`src/rtl/game_renderer.sv`:
```
// ---------------------------------------------------------------------------
// game_renderer
//   Consumer side of the game-state interface. Once per frame it snapshots the
//   physics outputs and pulses START_UPDATE so physics can advance. Per pixel
//   it produces an 8-bit colour {R[2:0],G[2:0],B[1:0]} through a fixed
//   3-stage pipeline (geometry -> hit tests -> priority mux).
//
// Ports
//   CLK, RESET_N          pixel clock, asynchronous active-low reset
//   PIXEL_X/Y, PIXEL_VALID beam position and visible-area flag
//   FRAME_START           one-cycle pulse at start of vertical blanking
//   PADDLE_X_PIXEL        paddle left edge          (physics)
//   BALL_X/Y_PIXEL        ball top-left corner      (physics)
//   BLOCK_STATE           1 = block present, index row*BLOCK_COLS+col
//   BALL_LOST             ball lost flag            (physics)
//   START_UPDATE          one-cycle pulse to physics after each snapshot
//   COLOR, COLOR_VALID    pixel colour, 3 cycles after the pixel inputs
// ---------------------------------------------------------------------------
module game_renderer #(
  parameter int unsigned BLOCK_START_X    = 16,
  parameter int unsigned BLOCK_START_Y    = 64,
  parameter int unsigned BLOCK_COLS       = 12,
  parameter int unsigned BLOCK_ROWS       = 6,
  parameter int unsigned WALL_LEFT_END    = 16,
  parameter int unsigned WALL_RIGHT_BEGIN = 784,
  parameter int unsigned CEILING_END      = 16,
  parameter int unsigned PADDLE_Y         = 560,
  parameter int unsigned PADDLE_LEN       = 64,
  parameter int unsigned BALL_SIZE        = 8
) (
  input  logic        CLK,
  input  logic        RESET_N,
  input  logic [9:0]  PIXEL_X,
  input  logic [9:0]  PIXEL_Y,
  input  logic        PIXEL_VALID,
  input  logic        FRAME_START,
  input  logic [9:0]  PADDLE_X_PIXEL,
  input  logic [9:0]  BALL_X_PIXEL,
  input  logic [9:0]  BALL_Y_PIXEL,
  input  logic [71:0] BLOCK_STATE,
  input  logic        BALL_LOST,
  output logic        START_UPDATE,
  output logic [7:0]  COLOR,
  output logic        COLOR_VALID
);

  localparam logic [10:0] GRID_X0    = 11'(BLOCK_START_X);
  localparam logic [10:0] GRID_Y0    = 11'(BLOCK_START_Y);
  localparam logic [10:0] GRID_W     = 11'(BLOCK_COLS * 64);
  localparam logic [10:0] GRID_H     = 11'(BLOCK_ROWS * 16);
  localparam logic [10:0] WALL_L     = 11'(WALL_LEFT_END);
  localparam logic [10:0] WALL_R     = 11'(WALL_RIGHT_BEGIN);
  localparam logic [10:0] CEIL       = 11'(CEILING_END);
  localparam logic [10:0] PAD_TOP    = 11'(PADDLE_Y);
  localparam logic [10:0] PAD_BOT    = 11'(PADDLE_Y + 8);
  localparam logic [10:0] PAD_LEN    = 11'(PADDLE_LEN);
  localparam logic [10:0] BALL_LEN   = 11'(BALL_SIZE);

  // -------------------------------------------------------------------------
  // Snapshot. Inputs are captured into snap_*_q on FRAME_START and copied to
  // the rendering set act_*_q one cycle later, so a pixel presented in the
  // FRAME_START cycle still reaches stage 2 with the previous frame's state.
  // -------------------------------------------------------------------------
  logic        start_update_q;
  logic [9:0]  snap_pad_x_q, snap_ball_x_q, snap_ball_y_q;
  logic [71:0] snap_blocks_q;
  logic        snap_lost_q;
  logic [9:0]  act_pad_x_q, act_ball_x_q, act_ball_y_q;
  logic [71:0] act_blocks_q;
  logic        act_lost_q;

  always_ff @(posedge CLK or negedge RESET_N) begin
    if (!RESET_N) begin
      start_update_q <= 1'b0;
      snap_pad_x_q   <= '0;
      snap_ball_x_q  <= '0;
      snap_ball_y_q  <= '0;
      snap_blocks_q  <= '0;
      snap_lost_q    <= 1'b0;
      act_pad_x_q    <= '0;
      act_ball_x_q   <= '0;
      act_ball_y_q   <= '0;
      act_blocks_q   <= '0;
      act_lost_q     <= 1'b0;
    end else begin
      start_update_q <= FRAME_START;
      if (FRAME_START) begin
        snap_pad_x_q  <= PADDLE_X_PIXEL;
        snap_ball_x_q <= BALL_X_PIXEL;
        snap_ball_y_q <= BALL_Y_PIXEL;
        snap_blocks_q <= BLOCK_STATE;
        snap_lost_q   <= BALL_LOST;
      end
      if (start_update_q) begin
        act_pad_x_q  <= snap_pad_x_q;
        act_ball_x_q <= snap_ball_x_q;
        act_ball_y_q <= snap_ball_y_q;
        act_blocks_q <= snap_blocks_q;
        act_lost_q   <= snap_lost_q;
      end
    end
  end

  assign START_UPDATE = start_update_q;

  // -------------------------------------------------------------------------
  // Stage 1: grid geometry. Offsets are 11-bit; the explicit x >= origin test
  // keeps an underflowed offset from aliasing back into the grid.
  // -------------------------------------------------------------------------
  logic [10:0] px_w, py_w, dx_d, dy_d;
  logic        in_grid_d, gap_d;
  logic [3:0]  col_d;
  logic [2:0]  row_d;
  logic [6:0]  idx_d;

  assign px_w      = {1'b0, PIXEL_X};
  assign py_w      = {1'b0, PIXEL_Y};
  assign dx_d      = px_w - GRID_X0;
  assign dy_d      = py_w - GRID_Y0;
  assign in_grid_d = (px_w >= GRID_X0) && (dx_d < GRID_W) &&
                     (py_w >= GRID_Y0) && (dy_d < GRID_H);
  assign col_d     = dx_d[9:6];
  assign row_d     = dy_d[6:4];
  assign gap_d     = (dx_d[5:0] == 6'd63) || (dy_d[3:0] == 4'd15);
  assign idx_d     = 7'(32'(row_d) * BLOCK_COLS + 32'(col_d));

  logic [9:0] s1_x_q, s1_y_q;
  logic       s1_valid_q, s1_in_grid_q, s1_gap_q;
  logic [6:0] s1_idx_q;
  logic [2:0] s1_row_q;

  always_ff @(posedge CLK or negedge RESET_N) begin
    if (!RESET_N) begin
      s1_x_q       <= '0;
      s1_y_q       <= '0;
      s1_valid_q   <= 1'b0;
      s1_in_grid_q <= 1'b0;
      s1_gap_q     <= 1'b0;
      s1_idx_q     <= '0;
      s1_row_q     <= '0;
    end else begin
      s1_x_q       <= PIXEL_X;
      s1_y_q       <= PIXEL_Y;
      s1_valid_q   <= PIXEL_VALID;
      s1_in_grid_q <= in_grid_d;
      s1_gap_q     <= gap_d;
      s1_idx_q     <= idx_d;
      s1_row_q     <= row_d;
    end
  end

  // -------------------------------------------------------------------------
  // Stage 2: region hit tests against the rendering snapshot.
  // -------------------------------------------------------------------------
  logic [10:0] sx_w, sy_w, bx_w, by_w, padx_w;
  logic        ball_d, paddle_d, block_d, wall_d;
  logic [7:0]  row_color_d;

  assign sx_w   = {1'b0, s1_x_q};
  assign sy_w   = {1'b0, s1_y_q};
  assign bx_w   = {1'b0, act_ball_x_q};
  assign by_w   = {1'b0, act_ball_y_q};
  assign padx_w = {1'b0, act_pad_x_q};

  assign ball_d   = (sx_w >= bx_w) && (sx_w < bx_w + BALL_LEN) &&
                    (sy_w >= by_w) && (sy_w < by_w + BALL_LEN);
  assign paddle_d = (sx_w >= padx_w) && (sx_w < padx_w + PAD_LEN) &&
                    (sy_w >= PAD_TOP) && (sy_w < PAD_BOT);
  assign block_d  = s1_in_grid_q && !s1_gap_q && act_blocks_q[s1_idx_q];
  assign wall_d   = (sx_w < WALL_L) || (sx_w >= WALL_R) || (sy_w < CEIL);

  always_comb begin
    row_color_d = 8'h00;
    case (s1_row_q)
      3'd0:    row_color_d = 8'hE0;
      3'd1:    row_color_d = 8'hF0;
      3'd2:    row_color_d = 8'hFC;
      3'd3:    row_color_d = 8'h1C;
      3'd4:    row_color_d = 8'h03;
      3'd5:    row_color_d = 8'hE3;
      default: row_color_d = 8'h00;
    endcase
  end

  logic       s2_valid_q, s2_ball_q, s2_paddle_q, s2_block_q, s2_wall_q, s2_lost_q;
  logic [7:0] s2_row_color_q;

  always_ff @(posedge CLK or negedge RESET_N) begin
    if (!RESET_N) begin
      s2_valid_q     <= 1'b0;
      s2_ball_q      <= 1'b0;
      s2_paddle_q    <= 1'b0;
      s2_block_q     <= 1'b0;
      s2_wall_q      <= 1'b0;
      s2_lost_q      <= 1'b0;
      s2_row_color_q <= '0;
    end else begin
      s2_valid_q     <= s1_valid_q;
      s2_ball_q      <= ball_d;
      s2_paddle_q    <= paddle_d;
      s2_block_q     <= block_d;
      s2_wall_q      <= wall_d;
      s2_lost_q      <= act_lost_q;
      s2_row_color_q <= row_color_d;
    end
  end

  // -------------------------------------------------------------------------
  // Stage 3: priority mux. Invisible pixels are forced to black.
  // -------------------------------------------------------------------------
  logic [7:0] color_d;
  logic [7:0] color_q;
  logic       color_valid_q;

  always_comb begin
    color_d = 8'h00;
    if (s2_valid_q) begin
      if (s2_ball_q)        color_d = 8'hFF;
      else if (s2_paddle_q) color_d = 8'h1F;
      else if (s2_block_q)  color_d = s2_row_color_q;
      else if (s2_wall_q)   color_d = 8'h92;
      else if (s2_lost_q)   color_d = 8'h40;
      else                  color_d = 8'h00;
    end
  end

  always_ff @(posedge CLK or negedge RESET_N) begin
    if (!RESET_N) begin
      color_q       <= 8'h00;
      color_valid_q <= 1'b0;
    end else begin
      color_q       <= color_d;
      color_valid_q <= s2_valid_q;
    end
  end

  assign COLOR       = color_q;
  assign COLOR_VALID = color_valid_q;

endmodule

```
`config.mk`:
```
export PLATFORM = sky130hd
export DESIGN_NAME = game_renderer
export DESIGN_NICKNAME = d
export VERILOG_FILES = /design/src/rtl/game_renderer.sv
export SDC_FILE = /design/constraint.sdc
export NUM_CORES = 1
export LEC_CHECK = 0
export CORE_UTILIZATION = 54
export DETAILED_ROUTE_END_ITERATION = 12
export DONT_BUFFER_PORTS = 1
export GPL_ROUTABILITY_DRIVEN = 1
export PLACE_DENSITY = 0.67
export SYNTH_ARGS = -nofsm -noshare
export SYNTH_HDL_FRONTEND = slang
export SYNTH_SLANG_ARGS = --single-unit
```
`constraint.sdc`:
```
create_clock -name CLK -period 4.07 [get_ports CLK]
set_input_delay 0.6105 -clock CLK [delete_from_list [all_inputs] [get_ports CLK]]
set_output_delay 0.6105 -clock CLK [all_outputs]
set_load 0.01 [all_outputs]
```
==> results of run 1 <==
[where the power goes]
group	internal (uW)	total [uW]	switching (uW)	leakage, uW
Combinational	403	670	267	0.00198
Clock	1330	2280	949	0.000416
Sequential	2830	3050	219	0.00304
Total	4560	6000	1430	0.00543
[worst max-delay path, delay by kind of cell, from the launching register on]
kind	cells	cell delay [ps]
AOI/OAI and AO/OA	2	250
DFF	1	890
muxes	3	1460
[cell usage in the layout (no fill, tap or decap), drive strengths merged, types with 9 or more instances in the layout]
cell    Yosys  layout
dfrtp     256     256
xnor2      16      16
inv        42      43
clkinv      4      11
clkbuf     12      40
mux4       21      21
nand2      41      41
nor2       15      15
a21o        9       9
mux2      180     180
nand3      11      11
a21oi      13      13
ha         57      57
o21ai      37      37
[registers in the layout, summed over array words and instances (netlist names), 3 cells and up]
register,flops
snap_blocks_q,72
act_pad_x_q,10
s1_idx_q,7
s1_y_q,8
COLOR,7
snap_pad_x_q,10
s2_row_color_q,4
act_ball_x_q,10
act_blocks_q,72
s1_x_q,10
snap_ball_x_q,10
s1_row_q,3
act_ball_y_q,10
snap_ball_y_q,10
[layer usage]
layer  share of wire  vias to the layer above  GRT usage
li1                -                     2902          -
met1            0.42                     3185      0.257
met2            0.49                      157      0.350
met3           0.055                       42     0.0509
met4           0.030                        2     0.0677
met5         0.00062                        -          0
[cells by family (layout without fill, tap and decap cells)]
group,count (synthesis),after routing,synth area share
other cells,0,5,0
xor+xnor,19,19,0.0148
compound gates,98,98,0.0553
flops,256,256,0.568
simple gates,97,97,0.0401
mux,204,204,0.226
buf+inv,78,97,0.0285
fa+ha+maj,59,59,0.0668
[cell type report]
cell class / instances / share of cell area
diodes: 5 / 0.00101
clock buffers: 40 / 0.0636
clock inverters: 9 / 0.00416
inverters: 46 / 0.0140
multi-input cells: 477 / 0.369
flip-flops and latches: 256 / 0.520
well taps: 270 / 0.0274
repair buffers: 2 / 0.00122
[stage by stage]
| stage | total power (uW) | cells | setup slack, ps | instance area [um^2] | util |
|---|---|---|---|---|---|
| after floorplan | 3590 | 811 | 1870 | 11300 | - |
| after CTS | 6060 | 1100 | 1290 | 12300 | 0.605 |
| after detailed placement | 3770 | 1051 | 1340 | 11500 | 0.564 |
| after global placement | 3710 | 1051 | 1390 | 11500 | 0.564 |
| final | 6000 | 1105 | 1360 | 12300 | 0.605 |
| after global routing | 6290 | 1102 | 1220 | 12300 | 0.605 |
[worst max path at each step]
stage	to	slack, ps	cells past startpoint
global placement	s2_block_q	1390	5
floorplan	s1_idx_q[6]	1870	8
detailed placement	s2_block_q	1340	5
finish	s2_block_q	1360	5
global route	s2_block_q	1220	5
CTS	s2_block_q	1290	5
==> key figures, run 1 <==
STA
  – Achievable Freq: 369 MHz
  – Final Cycle Share: 0.665
  – Hold slack: -217 ps
  – Final setup fails: 0
  – Slew HR: 0.215
  – TNS Setup: 0 ps
  – RSZ-0062 raised after global routing: no
  – Min Tclk post-route: 2710 ps
  – Hold Fails Final Rpt: 256
  – Worst slew pin tran: 1180 ps
  – Clock Skew: 5.83 ps
  – Max-slew violation count: 0

Power
  – Pwr dens: 487 nW/um^2
  – Worst VDD drop: 288 uV
  – Pleak: 0.00543 uW

Synth
  – Syn Nets: 997
  – YS warnings: 0
  – Top cells by count, synth: 256 x dfrtp_1, 116 x mux2_1, 64 x mux2_2, 57 x ha_1, 41 x nand2_1
  – Sequential-to-total area share from yosys stat: 0.568
  – Top cell type by total area after synthesis: dfrtp_1
  – Synth top area cells: dfrtp_1 57%, mux2_1 12%, mux2_2 6.4%
  – Async SR Flop Fraction: 1.00
  – Syn_area_per_cell: 13.9 um^2
  – Synth Register Bits: 256
  – EDFF count, synth: 0
  – Cells after Synth: 811
  – Synth Flop Type: dfrtp_1
  – Top cell type's share of synthesized area: 0.568
  – Distinct cells, synth: 50
  – Syn Std Cell Area: 11300 um^2
  – Most frequent cell after synthesis: dfrtp_1

Min path
  – HP Class: input port to async pin

Final layout
  – Share of cells above drive strength 1: 0.153
  – Area growth from synthesis to layout: 9.37%
  – Post-layout nets: 996
  – Fill cells: 1533
  – Sequential Area: 6410 um^2
  – Area occupied by multi-input gates: 4550 um^2

Critical path
  – FF-to-FF path depth: 5
  – Worst setup SP type: flip-flop
  – Max incr delay on CP: 890 ps
  – Crit path cell chain: mux4_1 -> mux4_2 -> mux2_2 -> a31oi_1 -> o41ai_1
  – Crit-path slowest cell: dfrtp_1
  – RR Endpoint: s2_block_q
  – Reg-to-reg slack, setup: 1360 ps
  – Worst Setup End Kind: flip-flop
  – Critical path class: flip-flop to flip-flop
  – Worst reg2reg startpoint: s1_idx_q[0]
  – Worst Setup SP: s1_idx_q[0]
  – Worst-path fanout max: 15
  – Worst EP arrival: 3110 ps
  – Critical Path RT: 4470 ps

Place
  – IO buf count: 0
  – Post-detail-place hpwl: 14700 um
  – GPL Wtd Cong: 0.861

Detailed routing
  – DRT Pass-1 Iters: 5
  – DR WL/cell: 19.0 um
  – Final WL: 21000 um
  – Vias: 6288
  – Post-route ant nets: 0
  – Routed vias/inst: 5.69
  – Drt drc: 0
  – Initial DRC count: 280

Clock tree
  – CTS-repair resized insts: 0
  – CTS root buffer: clkbuf_16
  – Postcts setup bufs: 0
  – CTS Sinks: 256
  – CTS max path bufs: 3
  – Num CTS Buffers: 27
  – CTS tree: built
  – Worst skew pair latency: 520 ps
  – H-tree levels: 1
  – Worst-path clk slew: 60 ps

Global route
  – GRT Util Overall: 0.205
  – Vias in the first global route: 6825
  – Antenna violations before repair: 6
  – First-pass GRT wire length: 34900 um
  – Largest net degree at the start of global routing: 257
  – GRT Residual Overflow: 0

Die
  – Io pins: 137
  – Die Height: 146 um
  – Width of the die: 146 um
  – Core ar.: 20400 um^2
  – Site Rows: 52
  – Initial Utilization: 0.554
  – Area of the die: 21500 um^2

Outcome
  – Failing checks: negative hold slack
  – Run status: complete, but fails checks

Run
  – Max Cap Viol: 0
Power figures use the tool's default switching activity.
==> inputs of run 2 (changes only) <==
Settings changed: PLACE_DENSITY 0.67 to 0.7.
Clock period 4.07 ns to 2.3 ns, I/O delays scaled along.
==> key figures, run 2 <==
Clock tree
  – CTS-repair resized insts: 0
  – Num CTS Buffers: 26
  – Post-CTS Hold Fix Bufs: 221
  – Postcts setup bufs: 0
  – H-tree levels: 1
  – CTS Sinks: 256
  – CTS root buffer: clkbuf_16
  – CTS max path bufs: 3

Synth
  – Most frequent cell after synthesis: dfrtp_1
  – Top cells by count, synth: 256 x dfrtp_1, 116 x mux2_1, 64 x mux2_2, 57 x ha_1, 41 x nand2_1
  – Cells after Synth: 811
  – Syn_area_per_cell: 13.9 um^2
  – Top cell type by total area after synthesis: dfrtp_1
  – Synth Flop Type: dfrtp_1
  – Sequential-to-total area share from yosys stat: 0.568
  – Synth top area cells: dfrtp_1 57%, mux2_1 12%, mux2_2 6.4%
  – Distinct cells, synth: 50
  – Top cell type's share of synthesized area: 0.568
  – Synth Register Bits: 256
  – YS warnings: 0
  – Async SR Flop Fraction: 1.00
  – Syn Std Cell Area: 11300 um^2
  – Syn Nets: 997
  – EDFF count, synth: 0

Outcome
  – Run status: aborted with a tool error
  – Fail Step: clock tree synthesis (4_1_cts)
  – Tool Error: [ERROR RSZ-0060] Max buffer count reached.

Place
  – Placed Area: 11600 um^2
  – Post-detail-place hpwl: 15200 um
  – IO buf count: 0
  – GPL Wtd Cong: 0.886
  – Setup WS pre-CTS: 43.0 ps

Die
  – Initial Utilization: 0.554
  – Die Height: 146 um
  – Io pins: 137
  – Site Rows: 52
  – Width of the die: 146 um
run 2: cell counts after synthesis:
No cell type changed its count.
run 2: logic make-up after synthesis:
logic type / synth area share
AOI/OAI and AO/OA: 0.0553
DFF: 0.568
xor gates and xnor gates: 0.0148
adders and majority gates: 0.0668
muxes: 0.226
buffers and inverters: 0.0285
and+or+nand+nor: 0.0401
run 2: per-stage QoR:
stage / utilization / std cells / hold slack (ps)
3_3_place_gp: 0.569 / 1057 / 56.3
3_5_place_dp: 0.569 / 1057 / 57.8
2_1_floorplan: - / 811 / 49.4
==> inputs of run 3 (changes only) <==
Settings changed: CORE_UTILIZATION 54 to 39, PLACE_DENSITY 0.7 to not set, PLACE_DENSITY_LB_ADDON set to 0.15.
Clock period 2.3 ns to 3 ns, I/O delays scaled along.
==> key figures, run 3 (synthesized netlist as in run 1, its figures left out) <==
Clock tree
  – CTS max path bufs: 3
  – H-tree levels: 1
  – CTS tree: built
  – Worst-path clk slew: 60 ps
  – CTS root buffer: clkbuf_16
  – Post-CTS Hold Fix Bufs: 22
  – Postcts setup bufs: 0
  – CTS-repair resized insts: 0
  – CTS Sinks: 256
  – Num CTS Buffers: 27
  – Worst skew pair latency: 530 ps

Global route
  – M3 GR Usage: 0.0343
  – Met1 usage: 0.202
  – Vias in the first global route: 6775
  – GRT Util Overall: 0.161
  – GRT Residual Overflow: 0
  – Largest net degree at the start of global routing: 257
  – Gr busiest metal: met2
  – GR Util met2: 0.276
  – Antenna violations before repair: 7
  – First-pass GRT wire length: 36700 um

Die
  – Io pins: 137
  – Core ar.: 28100 um^2
  – Site Rows: 61
  – Width of the die: 172 um
  – Area of the die: 29600 um^2
  – Die Height: 172 um
  – Initial Utilization: 0.401

STA
  – Worst slew pin tran: 648 ps
  – Max-slew violation count: 0
  – Clock Skew: 13.8 ps
  – Hold slack: -384 ps
  – Hold Fails Final Rpt: 256
  – Final setup fails: 0
  – TNS Setup: 0 ps
  – Final Cycle Share: 0.847
  – Min Tclk post-route: 2540 ps
  – Slew HR: 0.568
  – RSZ-0062 raised after global routing: no
  – Achievable Freq: 394 MHz
  – Final setup margin: 460 ps

Detailed routing
  – Initial DRC count: 269
  – Vias: 6337
  – DR WL/cell: 18.7 um
  – DRT Pass-1 Iters: 4
  – Post-route ant nets: 0
  – Routed vias/inst: 5.13
  – Final WL: 23100 um
  – Drt drc: 0

Power
  – Pwr dens: 668 nW/um^2
  – Worst VDD drop: 480 uV
  – Total power: 8560 uW
  – Pleak: 0.00557 uW

Place
  – IO buf count: 0
  – Post-detail-place hpwl: 15600 um
  – Placed insts: 1161
  – Setup WS pre-CTS: 412 ps
  – GPL Wtd Cong: 0.821

Run
  – Max Cap Viol: 0

Final layout
  – Non-filler cells, final: 1235
  – Share of cells above drive strength 1: 0.149
  – Area growth from synthesis to layout: 13.6%
  – Post-layout nets: 1020
  – Biggest regs: act_blocks_q (72), snap_blocks_q (72)
  – Leading cell type in the layout, fill and taps excluded: dfrtp_1
  – Most frequent cells in the layout: 255 x dfrtp_1, 116 x mux2_1, 64 x mux2_2

Critical path
  – Worst setup SP type: flip-flop
  – Worst Setup End Kind: flip-flop
  – Critical Path RT: 3410 ps
  – Critical path class: flip-flop to flip-flop
  – Worst reg2reg startpoint: s1_idx_q[0]
  – Worst-path fanout max: 13
  – Worst Setup SP: s1_idx_q[0]
  – Worst EP arrival: 2950 ps

Outcome
  – Run status: complete, but fails checks
  – Failing checks: negative hold slack

Min path
  – HP Class: input port to async pin
## run 3: area by class of cell
type | instances | area [um^2]
antenna | 3 | 7.51
fill | 2574 | 15300
clock buffer | 42 | 792
inverter | 46 | 173
multi-input combinational | 477 | 4550
timing repair buffer | 26 | 263
tap | 378 | 473
clock inverter | 7 | 141
sequential | 256 | 6410
## run 3: worst max-delay path, stage by stage (launching register included)
cell and delay (ps):
dfrtp_1 750, mux4_1 660, mux4_2 470, mux2_2 270, a31oi_1 170, o41ai_1 100
## run 3: metal layers
layer	up-vias	routed length, um
li1	2953	-
met3	45	1030
met4	8	619
met2	117	11400
met5	-	53
met1	3214	10000
## run 3: metrics by stage
| step | cell area [um^2] | utilization |
|---|---|---|
| global route | 12800 | 0.456 |
| global placement | 11600 | 0.415 |
| finish | 12800 | 0.456 |
| CTS | 12800 | 0.456 |
| floorplan | 11300 | - |
| detailed placement | 11600 | 0.415 |
## run 3: path summary, 6_finish.rpt
check	endpoint	slack, ps	depth (start not counted)
min in group CLK	s1_row_q[2]	30	1
worst max register to register	s2_block_q	460	5
worst max-delay path	s2_block_q	460	5
max in group asynchronous	START_UPDATE	2960	0
worst min-delay path	act_pad_x_q[4]	-380	0
worst min register to register	s2_valid_q	360	0
## run 3: power by group
group,switching [uW],internal (uW),total [uW]
clock,1330,2150,3470
combinational,392,568,960
sequential,280,3840,4120
